## config.mk

```make
export PLATFORM = sky130hd
export DESIGN_NAME = vga_timing_rx
export DESIGN_NICKNAME = d
export VERILOG_FILES = /design/src/rtl/vga_timing_rx.sv
export SDC_FILE = /design/constraint.sdc
export NUM_CORES = 1
export LEC_CHECK = 0
export ABC_AREA = 1
export BUFFER_PORTS_ARGS = -buffer_cell sky130_fd_sc_hd__buf_2
export CAP_MARGIN = 20
export CORE_MARGIN = 2
export CORE_UTILIZATION = 54
export CTS_CLUSTER_DIAMETER = 80
export DETAILED_ROUTE_END_ITERATION = 16
export GPL_ROUTABILITY_DRIVEN = 1
export PLACE_DENSITY = 0.79
export SYNTH_ARGS = -nofsm -noshare
export SYNTH_HDL_FRONTEND = slang
export SYNTH_SLANG_ARGS = --single-unit
```

## constraint.sdc

```tcl
create_clock -name clk -period 3.8 [get_ports clk]
set_clock_uncertainty 0.1 [all_clocks]
set_input_delay 0.57 -clock clk [delete_from_list [all_inputs] [get_ports clk]]
set_output_delay 0.57 -clock clk [all_outputs]
set_load 0.1 [all_outputs]
```

## src/rtl/vga_timing_rx.sv

```systemverilog
// vga_timing_rx: recovers pixel coordinates and data-enable from a parallel
// VGA stream and checks line/frame timing against the nominal geometry.
// Optional build macro VGA_RX_CHECKSUM_EN adds a per-frame RGB checksum
// (frame_sum / sum_valid).
//
// state   | meaning
// SEARCH  | waiting for a vs fall to start measuring
// MEASURE | counting one full frame, any violation restarts the search
// LOCKED  | timing verified, de and frame_start are driven
module vga_timing_rx #(
  parameter int LinePeriod  = 800,
  parameter int H_SyncPulse = 96,
  parameter int H_BackPorch = 48,
  parameter int H_ActivePix = 640,
  parameter int FramePeriod = 525,
  parameter int V_SyncPulse = 2,
  parameter int V_BackPorch = 33,
  parameter int V_ActivePix = 480
) (
  input  logic        clk,
  input  logic        rst,
  input  logic        vga_hs,
  input  logic        vga_vs,
  input  logic [7:0]  vga_r,
  input  logic [7:0]  vga_g,
  input  logic [7:0]  vga_b,
  output logic        de,
  output logic [9:0]  px_x,
  output logic [9:0]  px_y,
  output logic [7:0]  px_r,
  output logic [7:0]  px_g,
  output logic [7:0]  px_b,
  output logic        frame_start,
  output logic        locked,
  output logic        err,
  output logic [7:0]  err_cnt,
  output logic [10:0] meas_line_len,
  output logic [9:0]  meas_frame_lines
`ifdef VGA_RX_CHECKSUM_EN
  ,
  output logic [15:0] frame_sum,
  output logic        sum_valid
`endif
);

  localparam int HStart = H_SyncPulse + H_BackPorch;
  localparam int HEnd   = HStart + H_ActivePix;
  localparam int VStart = V_SyncPulse + V_BackPorch;
  localparam int VEnd   = VStart + V_ActivePix;

  typedef enum logic [1:0] {SEARCH, MEASURE, LOCKED} state_t;

  state_t      state_q, state_nx;
  logic        hs_q, vs_q;
  logic        line_seen, frame_seen;
  logic [10:0] h_pos, h_inc, h_now;
  logic [9:0]  v_pos, v_inc, v_now;
  logic [11:0] h_len;
  logic [10:0] v_len;
  logic        hs_fall, hs_rise, vs_fall, vs_rise;
  logic        chk_a, chk_b, chk_c, chk_d, viol;
  logic        active, de_nx, fs_nx;

  // Edge detection, position tracking and timing checks. h_pos/v_pos hold
  // the position of the previous sample, so h_pos + 1 is the length of the
  // line that ends at an hs fall (the pre-reload value).
  always_comb begin
    hs_fall = hs_q & ~vga_hs;
    hs_rise = ~hs_q & vga_hs;
    vs_fall = hs_fall & vs_q & ~vga_vs;
    vs_rise = hs_fall & ~vs_q & vga_vs;
    h_inc   = (h_pos == 11'h7FF) ? h_pos : h_pos + 11'd1;
    h_now   = hs_fall ? 11'd0 : h_inc;
    v_inc   = (v_pos == 10'h3FF) ? v_pos : v_pos + 10'd1;
    v_now   = hs_fall ? (vs_fall ? 10'd0 : v_inc) : v_pos;
    h_len   = {1'b0, h_pos} + 12'd1;
    v_len   = {1'b0, v_pos} + 11'd1;
    chk_a   = hs_fall & (h_len != 12'(LinePeriod));
    chk_b   = hs_rise & (h_len != 12'(H_SyncPulse));
    chk_c   = vs_fall & (v_len != 11'(FramePeriod));
    chk_d   = hs_fall & ~vs_fall & (vs_rise != (v_len == 11'(V_SyncPulse)));
    viol    = (state_q != SEARCH) & (chk_a | chk_b | chk_c | chk_d);
    active  = (h_now >= 11'(HStart)) && (h_now < 11'(HEnd)) &&
              (v_now >= 10'(VStart)) && (v_now < 10'(VEnd));
  end

  // Next-state logic; de is gated with the next state so a violation blanks
  // it on the same clock that locked drops.
  always_comb begin
    state_nx = state_q;
    case (state_q)
      SEARCH:  if (vs_fall) state_nx = MEASURE;
      MEASURE: if (viol) state_nx = SEARCH;
               else if (vs_fall) state_nx = LOCKED;
      LOCKED:  if (viol) state_nx = SEARCH;
      default: state_nx = SEARCH;
    endcase
    de_nx = active & (state_nx == LOCKED);
    fs_nx = de_nx && (h_now == 11'(HStart)) && (v_now == 10'(VStart));
  end

  // State register.
  always_ff @(posedge clk) begin
    if (rst) state_q <= SEARCH;
    else     state_q <= state_nx;
  end

  assign locked = (state_q == LOCKED);

  // Sync history, position counters and first-edge flags.
  always_ff @(posedge clk) begin
    if (rst) begin
      hs_q       <= 1'b1;
      vs_q       <= 1'b1;
      h_pos      <= '0;
      v_pos      <= '0;
      line_seen  <= 1'b0;
      frame_seen <= 1'b0;
    end else begin
      hs_q  <= vga_hs;
      h_pos <= h_now;
      v_pos <= v_now;
      if (hs_fall) vs_q <= vga_vs;
      if (viol) begin
        line_seen  <= 1'b0;
        frame_seen <= 1'b0;
      end else begin
        if (hs_fall) line_seen <= 1'b1;
        if (vs_fall) frame_seen <= 1'b1;
      end
    end
  end

  // Measured geometry and error reporting.
  always_ff @(posedge clk) begin
    if (rst) begin
      meas_line_len    <= '0;
      meas_frame_lines <= '0;
      err              <= 1'b0;
      err_cnt          <= '0;
    end else begin
      if (hs_fall && line_seen) meas_line_len <= h_inc;
      if (vs_fall && frame_seen) meas_frame_lines <= v_inc;
      err <= viol;
      if (viol && (err_cnt != 8'hFF)) err_cnt <= err_cnt + 8'd1;
    end
  end

  // Registered pixel outputs; coordinates and colour are zero outside de.
  always_ff @(posedge clk) begin
    if (rst) begin
      de          <= 1'b0;
      frame_start <= 1'b0;
      px_x        <= '0;
      px_y        <= '0;
      px_r        <= '0;
      px_g        <= '0;
      px_b        <= '0;
    end else begin
      de          <= de_nx;
      frame_start <= fs_nx;
      if (de_nx) begin
        px_x <= 10'(h_now - 11'(HStart));
        px_y <= v_now - 10'(VStart);
        px_r <= vga_r;
        px_g <= vga_g;
        px_b <= vga_b;
      end else begin
        px_x <= '0;
        px_y <= '0;
        px_r <= '0;
        px_g <= '0;
        px_b <= '0;
      end
    end
  end

`ifdef VGA_RX_CHECKSUM_EN
  logic [15:0] sum_acc;
  logic [15:0] pix_sum;

  assign pix_sum = {8'd0, px_r} + {8'd0, px_g} + {8'd0, px_b};

  // Per-frame checksum: restart at frame_start, publish at the next vs fall.
  always_ff @(posedge clk) begin
    if (rst) begin
      sum_acc   <= '0;
      frame_sum <= '0;
      sum_valid <= 1'b0;
    end else begin
      if (frame_start)  sum_acc <= pix_sum;
      else if (de)      sum_acc <= sum_acc + pix_sum;
      sum_valid <= vs_fall && (state_q == LOCKED);
      if (vs_fall && (state_q == LOCKED)) frame_sum <= sum_acc;
    end
  end
`endif

endmodule

```

==> results of run 1 <==
## state kept, by name (all words and copies together), names as in the netlist
signal	flops
hs_q	1
px_y	10
h_pos	11
err	1
line_seen	1
px_b	8
vs_q	1
frame_start	1
px_r	8
px_g	8
v_pos	10
px_x	10
err_cnt	8
meas_line_len	11
state_q	2
frame_seen	1
meas_frame_lines	10
de	1
## routing by layer
metal / GRT usage [%] / wire, um / vias up
met3: 3.51 / 535 / 20
met4: 8.87 / 215 / 0
met2: 42.0 / 5610 / 122
met5: 0 / 0 / -
met1: 28.7 / 4770 / 2062
li1: - / - / 2247
## worst max path at each step
stage	endpoint	slack (ns)	cells after the start
after global routing	px_y[5]	0.04	18
after CTS	px_y[6]	0.41	18
after detailed placement	px_y[6]	0.43	18
after floorplan	de	1.08	18
after global placement	px_x[0]	0.57	18
final	px_y[5]	0.36	18
## cell families (layout without fill, tap and decap cells)
group                      Yosys count  in the layout  share of synthesized area [%]
buffers and inverters              122            229                           10.5
DFF                                103            103                           43.4
xor gates and xnor gates            18             18                           3.32
and+or+nand+nor                    338            338                           32.3
adders and majority gates            8              8                           2.11
AOI/OAI and AO/OA                   69             69                           8.40
## tightest hold or removal path, cell delays in order
cell and delay, ns:
sky130_fd_sc_hd__buf_2 0.08, sky130_fd_sc_hd__inv_2 0.03, sky130_fd_sc_hd__nand2_1 0.04
## area by class of cell
class	instances	area, sq um
multi-input combinational	433	2190
clock buffer	10	138
inverter	104	390
clock inverter	6	57.6
tap	108	135
sequential	103	2060
timing repair buffer	109	571
fill	831	3090
## power groups by stage
stage	Sequential [W]	Combinational (W)	Clock (W)
after global routing	0.00111	0.000213	0.000735
final	0.00110	0.000195	0.000684
after floorplan	0.00120	0.0000827	0
after global placement	0.00113	0.000193	0
after detailed placement	0.00113	0.000195	0
after CTS	0.00110	0.000196	0.000695
## per-stage QoR
stage          cell area (sq um)  instances  setup WS, ns  utilization (%)
6_report                    5540        873         0.363             64.2
5_1_grt                     5540        873        0.0387             64.2
4_1_cts                     5540        873         0.406             64.2
3_5_place_dp                5350        857         0.429             61.9
3_3_place_gp                5350        857         0.574             61.9
2_1_floorplan               4750        658          1.08                -
## layout by cell type (no fill, tap or decap), types with 6 or more instances in the layout
cell type	n
sky130_fd_sc_hd__nand2_1	149
sky130_fd_sc_hd__buf_2	104
sky130_fd_sc_hd__dfxtp_1	103
sky130_fd_sc_hd__inv_1	102
sky130_fd_sc_hd__nor2_1	85
sky130_fd_sc_hd__nand3_1	41
sky130_fd_sc_hd__nor2_2	33
sky130_fd_sc_hd__o21ai_0	24
sky130_fd_sc_hd__a21oi_1	17
sky130_fd_sc_hd__nand4_1	13
sky130_fd_sc_hd__xor2_1	10
sky130_fd_sc_hd__clkbuf_8	10
sky130_fd_sc_hd__o211ai_1	9
sky130_fd_sc_hd__xnor2_1	8
sky130_fd_sc_hd__ha_1	8
sky130_fd_sc_hd__o21bai_1	6
==> flow_summary.json, run 1 <==
{
  "synthesis.area_per_instance_sq_um": 7.22,
  "first_global_vias": 4177,
  "synth_enable_flop_cells": 0,
  "placeableCoreArea_sq_um": 8640,
  "starting_density_of_the_core_pct": 55.0,
  "place.gp.congestion": 0.875,
  "regToRegStartpoint": "v_pos[1]",
  "final.setup.tns_ns": 0,
  "seq_power_share_pct": 55.7,
  "drt-vias-per-instance": 5.10,
  "nNetsFinal": 796,
  "post_cts_resize_count": 0,
  "synth_top_cell_area_share_pct": 43.4,
  "critical_path_peak_fanout": 30,
  "timing.critical_path.arrival_ns": 3.59,
  "cts.htree.levels": 3,
  "timing.hold.worst_path_depth": 3,
  "drt-total-wl_um": 11100,
  "design_power_total_w": 0.00198,
  "post-route-drc-count": 0,
  "number_of_optimization_iterations_in_the_first_detailed_route_pass": 7,
  "yosys.cell_types.count": 36,
  "cts_setup_buffers": 0,
  "antenna_left": 0,
  "setup.worst_path.end_class": "register",
  "timing.critical_path.cells": "ha_1 > nand2_1 > nor2_4 > nand3b_4 > nand2_1 > inv_1 > o21ai_0 > nand2_1 > ha_1 > nor2_1 > nand2_1 > nand2_1 > nand2_1 > nand3_1 > nor2_1 > nand2_2 > buf_12 > nor2_1",
  "clock_power_share_pct": 34.5,
  "hp-start": "vga_hs",
  "cp_common_cell": "sky130_fd_sc_hd__nand2_1",
  "post-synth-top-count-cell": "sky130_fd_sc_hd__nand2_1",
  "dominantRegCellSynth": "sky130_fd_sc_hd__dfxtp_1",
  "worst_setup_path_start_kind": "register",
  "layout_worst_path_cycle_share_pct": 90.5,
  "initial_antenna_violation_count": 0,
  "tightest_slew_ns": 0.741,
  "report.final.slew_viol_count": 0,
  "setup.worst_path.class": "register to register",
  "worstRegToRegCells": 18,
  "hold_viol": 0,
  "timing.hold.worst.class": "input port to register",
  "synth_area_sq_um": 4750,
  "post_route_cells_drive_above_1_share_pct": 22.5,
  "status": "complete, no violations",
  "reg2reg_setup_slack_ns": 0.36,
  "clkTransAtPathRegs_ns": 0.10,
  "ir_worst_vdd_v": 0.000241,
  "cpMaxStageDelayCell": "sky130_fd_sc_hd__dfxtp_1",
  "finalWorstPathRequiredPeriod_ns": 3.44,
  "cts_max_path_buffers": 2,
  "cts_root_buffer": "sky130_fd_sc_hd__clkbuf_8",
  "tritoncts_num_sinks": 103,
  "placement_rows": 34,
  "required_time_reported_for_the_critical_path_endpoint_ns": 3.96,
  "synth_top_cells_by_area": "sky130_fd_sc_hd__dfxtp_1 43%, sky130_fd_sc_hd__nand2_1 12%, sky130_fd_sc_hd__inv_1 8.1%",
  "net_count_of_the_mapped_netlist": 694,
  "power_switching_w": 0.000570,
  "netlist_top_cells_count": "149 x sky130_fd_sc_hd__nand2_1, 103 x sky130_fd_sc_hd__dfxtp_1, 102 x sky130_fd_sc_hd__inv_1",
  "tritoncts": "done",
  "critical_path.top_delay_family": "simple AND/OR/NAND/NOR gates",
  "setup_viol": 0,
  "grtUsageTotal_pct": 23.5,
  "cts-hold-fix-buffers": 0,
  "ys.warnings.count": 0,
  "global_route_wire_length_before_repair_um": 18600,
  "largest_stage_delay_on_the_critical_path_ns": 0.42,
  "timing.fmax_mhz": 291,
  "finalHoldWorstSlack_ns": 0.286,
  "critPathLaunch": "v_pos[1]",
  "regToRegEndpoint": "px_y[5]",
  "clock_latency_at_the_later_pin_of_the_worst_skew_pair_ns": 0.37,
  "p_int_w": 0.00141,
  "timing.max_slew.rel_slack_pct": 50.5,
  "routedWlPerCell_um": 12.7,
  "io_buffers": 104,
  "die_height_um": 97.8,
  "synth_seq_area_share_pct": 43.4,
  "floorplan.io_pins": 105,
  "antenna_cells": 0,
  "die_x_um": 97.8,
  "flow.area_growth_from_synthesis_pct": 16.7,
  "cap_viol_max_count": 0,
  "detailedRoute.firstIterationViolations": 122,
  "power_switching_share_pct": 28.7,
  "crit_buf_inv": 2,
  "cts-buffers-inserted": 9,
  "cellLeakagePower_nw": 3.03,
  "powerDensity_nw_per_um2": 358,
  "rsz0062_at_grt": "no",
  "netlist_instances": 658,
  "design.die.area_sq_um": 9570,
  "combPwrFrac_pct": 9.8,
  "synth_top_area_cell": "sky130_fd_sc_hd__dfxtp_1",
  "synth_async_sr_flop_share_pct": 0,
  "ys_seq_elements": 103,
  "place_hpwl_um": 8490,
  "pin_count_of_the_biggest_net_entering_global_routing": 33,
  "grt_remaining_overflow": 0,
  "route.vias.total": 4451,
  "whs_endpoint": "hs_q"
}
Power figures use the tool's default switching activity.
==> run 2: changes to the inputs <==
Settings changed: PLACE_DENSITY 0.79 to 0.86.
==> flow_summary.json, run 2 (synthesis gave the netlist of run 1 again) <==
{
  "tightest_slew_ns": 0.731,
  "antenna_cells": 0,
  "number_of_optimization_iterations_in_the_first_detailed_route_pass": 5,
  "drt-vias-per-instance": 4.95,
  "tritoncts_num_sinks": 103,
  "finalWorstPathRequiredPeriod_ns": 3.48,
  "detailedRoute.firstIterationViolations": 142,
  "cellLeakagePower_nw": 3.04,
  "cts.htree.levels": 3,
  "cap_viol_max_count": 0,
  "grt_remaining_overflow": 0,
  "nNetsFinal": 797,
  "die_height_um": 97.8,
  "setup_viol": 0,
  "rsz0062_at_grt": "no",
  "ir_worst_vdd_v": 0.000217,
  "design.die.area_sq_um": 9570,
  "grtUsageTotal_pct": 23.4,
  "cts_root_buffer": "sky130_fd_sc_hd__clkbuf_8",
  "clkTransAtPathRegs_ns": 0.11,
  "timing.max_slew.rel_slack_pct": 51.2,
  "place_hpwl_um": 8460,
  "timing.fmax_mhz": 288,
  "cp_common_cell": "sky130_fd_sc_hd__nand2_1",
  "status": "complete, no violations",
  "powerDensity_nw_per_um2": 369,
  "placeableCoreArea_sq_um": 8640,
  "final_common_cell": "sky130_fd_sc_hd__nand2_1",
  "timing.critical_path.cells": "ha_1 > nand2_1 > nor2_4 > nand3b_4 > nand2_1 > inv_1 > o21ai_0 > nand2_1 > ha_1 > nor2_1 > nand2_1 > nand2_1 > nand2_1 > nand3_1 > nor2_1 > nand2_2 > buf_4 > nor2_1",
  "route.vias.total": 4326,
  "cpMaxStageDelayCell": "sky130_fd_sc_hd__dfxtp_1",
  "report.final.slew_viol_count": 0,
  "io_buffers": 104,
  "starting_density_of_the_core_pct": 55.0,
  "finalHoldWorstSlack_ns": 0.277,
  "post_cts_resize_count": 0,
  "nFillCells": 768,
  "setup.worst_path.class": "register to register",
  "post-route-drc-count": 0,
  "cts_max_path_buffers": 2,
  "cts-hold-fix-buffers": 0,
  "final.setup.tns_ns": 0,
  "drt-total-wl_um": 11000,
  "floorplan.io_pins": 105,
  "cts_setup_buffers": 0,
  "layout_worst_path_cycle_share_pct": 91.5,
  "routedWlPerCell_um": 12.6,
  "timing.critical_path.arrival_ns": 3.65,
  "tritoncts": "done",
  "timing.hold.worst.class": "input port to register",
  "critical_path.top_delay_family": "simple AND/OR/NAND/NOR gates",
  "die_x_um": 97.8,
  "post_route_cells_drive_above_1_share_pct": 22.6,
  "place.gp.congestion": 0.939,
  "initial_antenna_violation_count": 0,
  "pin_count_of_the_biggest_net_entering_global_routing": 33,
  "flow.area_growth_from_synthesis_pct": 17.1,
  "largest_stage_delay_on_the_critical_path_ns": 0.43,
  "first_global_vias": 4239,
  "largest_registers": "h_pos x11, meas_line_len x11",
  "clock_latency_at_the_later_pin_of_the_worst_skew_pair_ns": 0.37,
  "global_route_wire_length_before_repair_um": 18700,
  "critical_path_peak_fanout": 18,
  "required_time_reported_for_the_critical_path_endpoint_ns": 3.97,
  "crit_buf_inv": 2,
  "setup.worst_path.end_class": "register",
  "antenna_left": 0,
  "cts-buffers-inserted": 9,
  "placement_rows": 34,
  "worst_setup_path_start_kind": "register",
  "most-common-layout-cells": "149 x sky130_fd_sc_hd__nand2_1, 104 x sky130_fd_sc_hd__buf_2, 103 x sky130_fd_sc_hd__dfxtp_1",
  "hold_viol": 0
}
run 2: tightest hold or removal path: stages:
cell,delay [ns]
sky130_fd_sc_hd__buf_2,0.08
sky130_fd_sc_hd__inv_2,0.04
sky130_fd_sc_hd__nand2_1,0.04
run 2: cell type report:
type	count	area, sq um	share of cell area, %
Clock buffer	9	124	2.23
Clock inverter	7	97.6	1.75
Multi-Input combinational cell	433	2190	39.4
Sequential cell	103	2060	37.1
Tap cell	108	135	2.43
Inverter	104	390	7.01
Timing Repair Buffer	110	566	10.2
run 2: report_power, final:
part	leakage (nW)	total, W	internal (W)	switching, W
sequential	0.832	0.00111	0.00109	0.0000105
clock	0.113	0.000752	0.000328	0.000424
combinational	2.09	0.000194	0.0000460	0.000148
total	3.04	0.00205	0.00147	0.000583
run 2: layer usage:
metal	vias up	track usage [%]	wire length (um)
li1	2247	-	-
met1	1956	27.7	4730
met2	104	42.4	5600
met3	19	4.65	458
met4	0	8.01	207
met5	-	0	0
run 2: path summary, 6_finish.rpt:
| path | from | end | slack [ns] | cells past startpoint |
|---|---|---|---|---|
| setup reg to reg | v_pos[1] | px_g[6] | 0.32 | 18 |
| hold / removal | vga_hs | hs_q | 0.28 | 3 |
| setup / recovery | v_pos[1] | px_g[6] | 0.32 | 18 |
| hold reg to reg | line_seen | line_seen | 0.36 | 2 |
run 2: through the flow:
| stage | cell area, sq um | total power (W) | utilization [%] | std cells | setup slack (ns) |
|---|---|---|---|---|---|
| CTS | 5570 | 0.00207 | 64.4 | 874 | 0.366 |
| global placement | 5340 | 0.00132 | 61.9 | 858 | 0.463 |
| finish | 5570 | 0.00205 | 64.4 | 874 | 0.323 |
| detailed placement | 5340 | 0.00132 | 61.9 | 858 | 0.378 |
| floorplan | 4750 | 0.00128 | - | 658 | 1.08 |
| global route | 5570 | 0.00213 | 64.4 | 874 | 0.00603 |
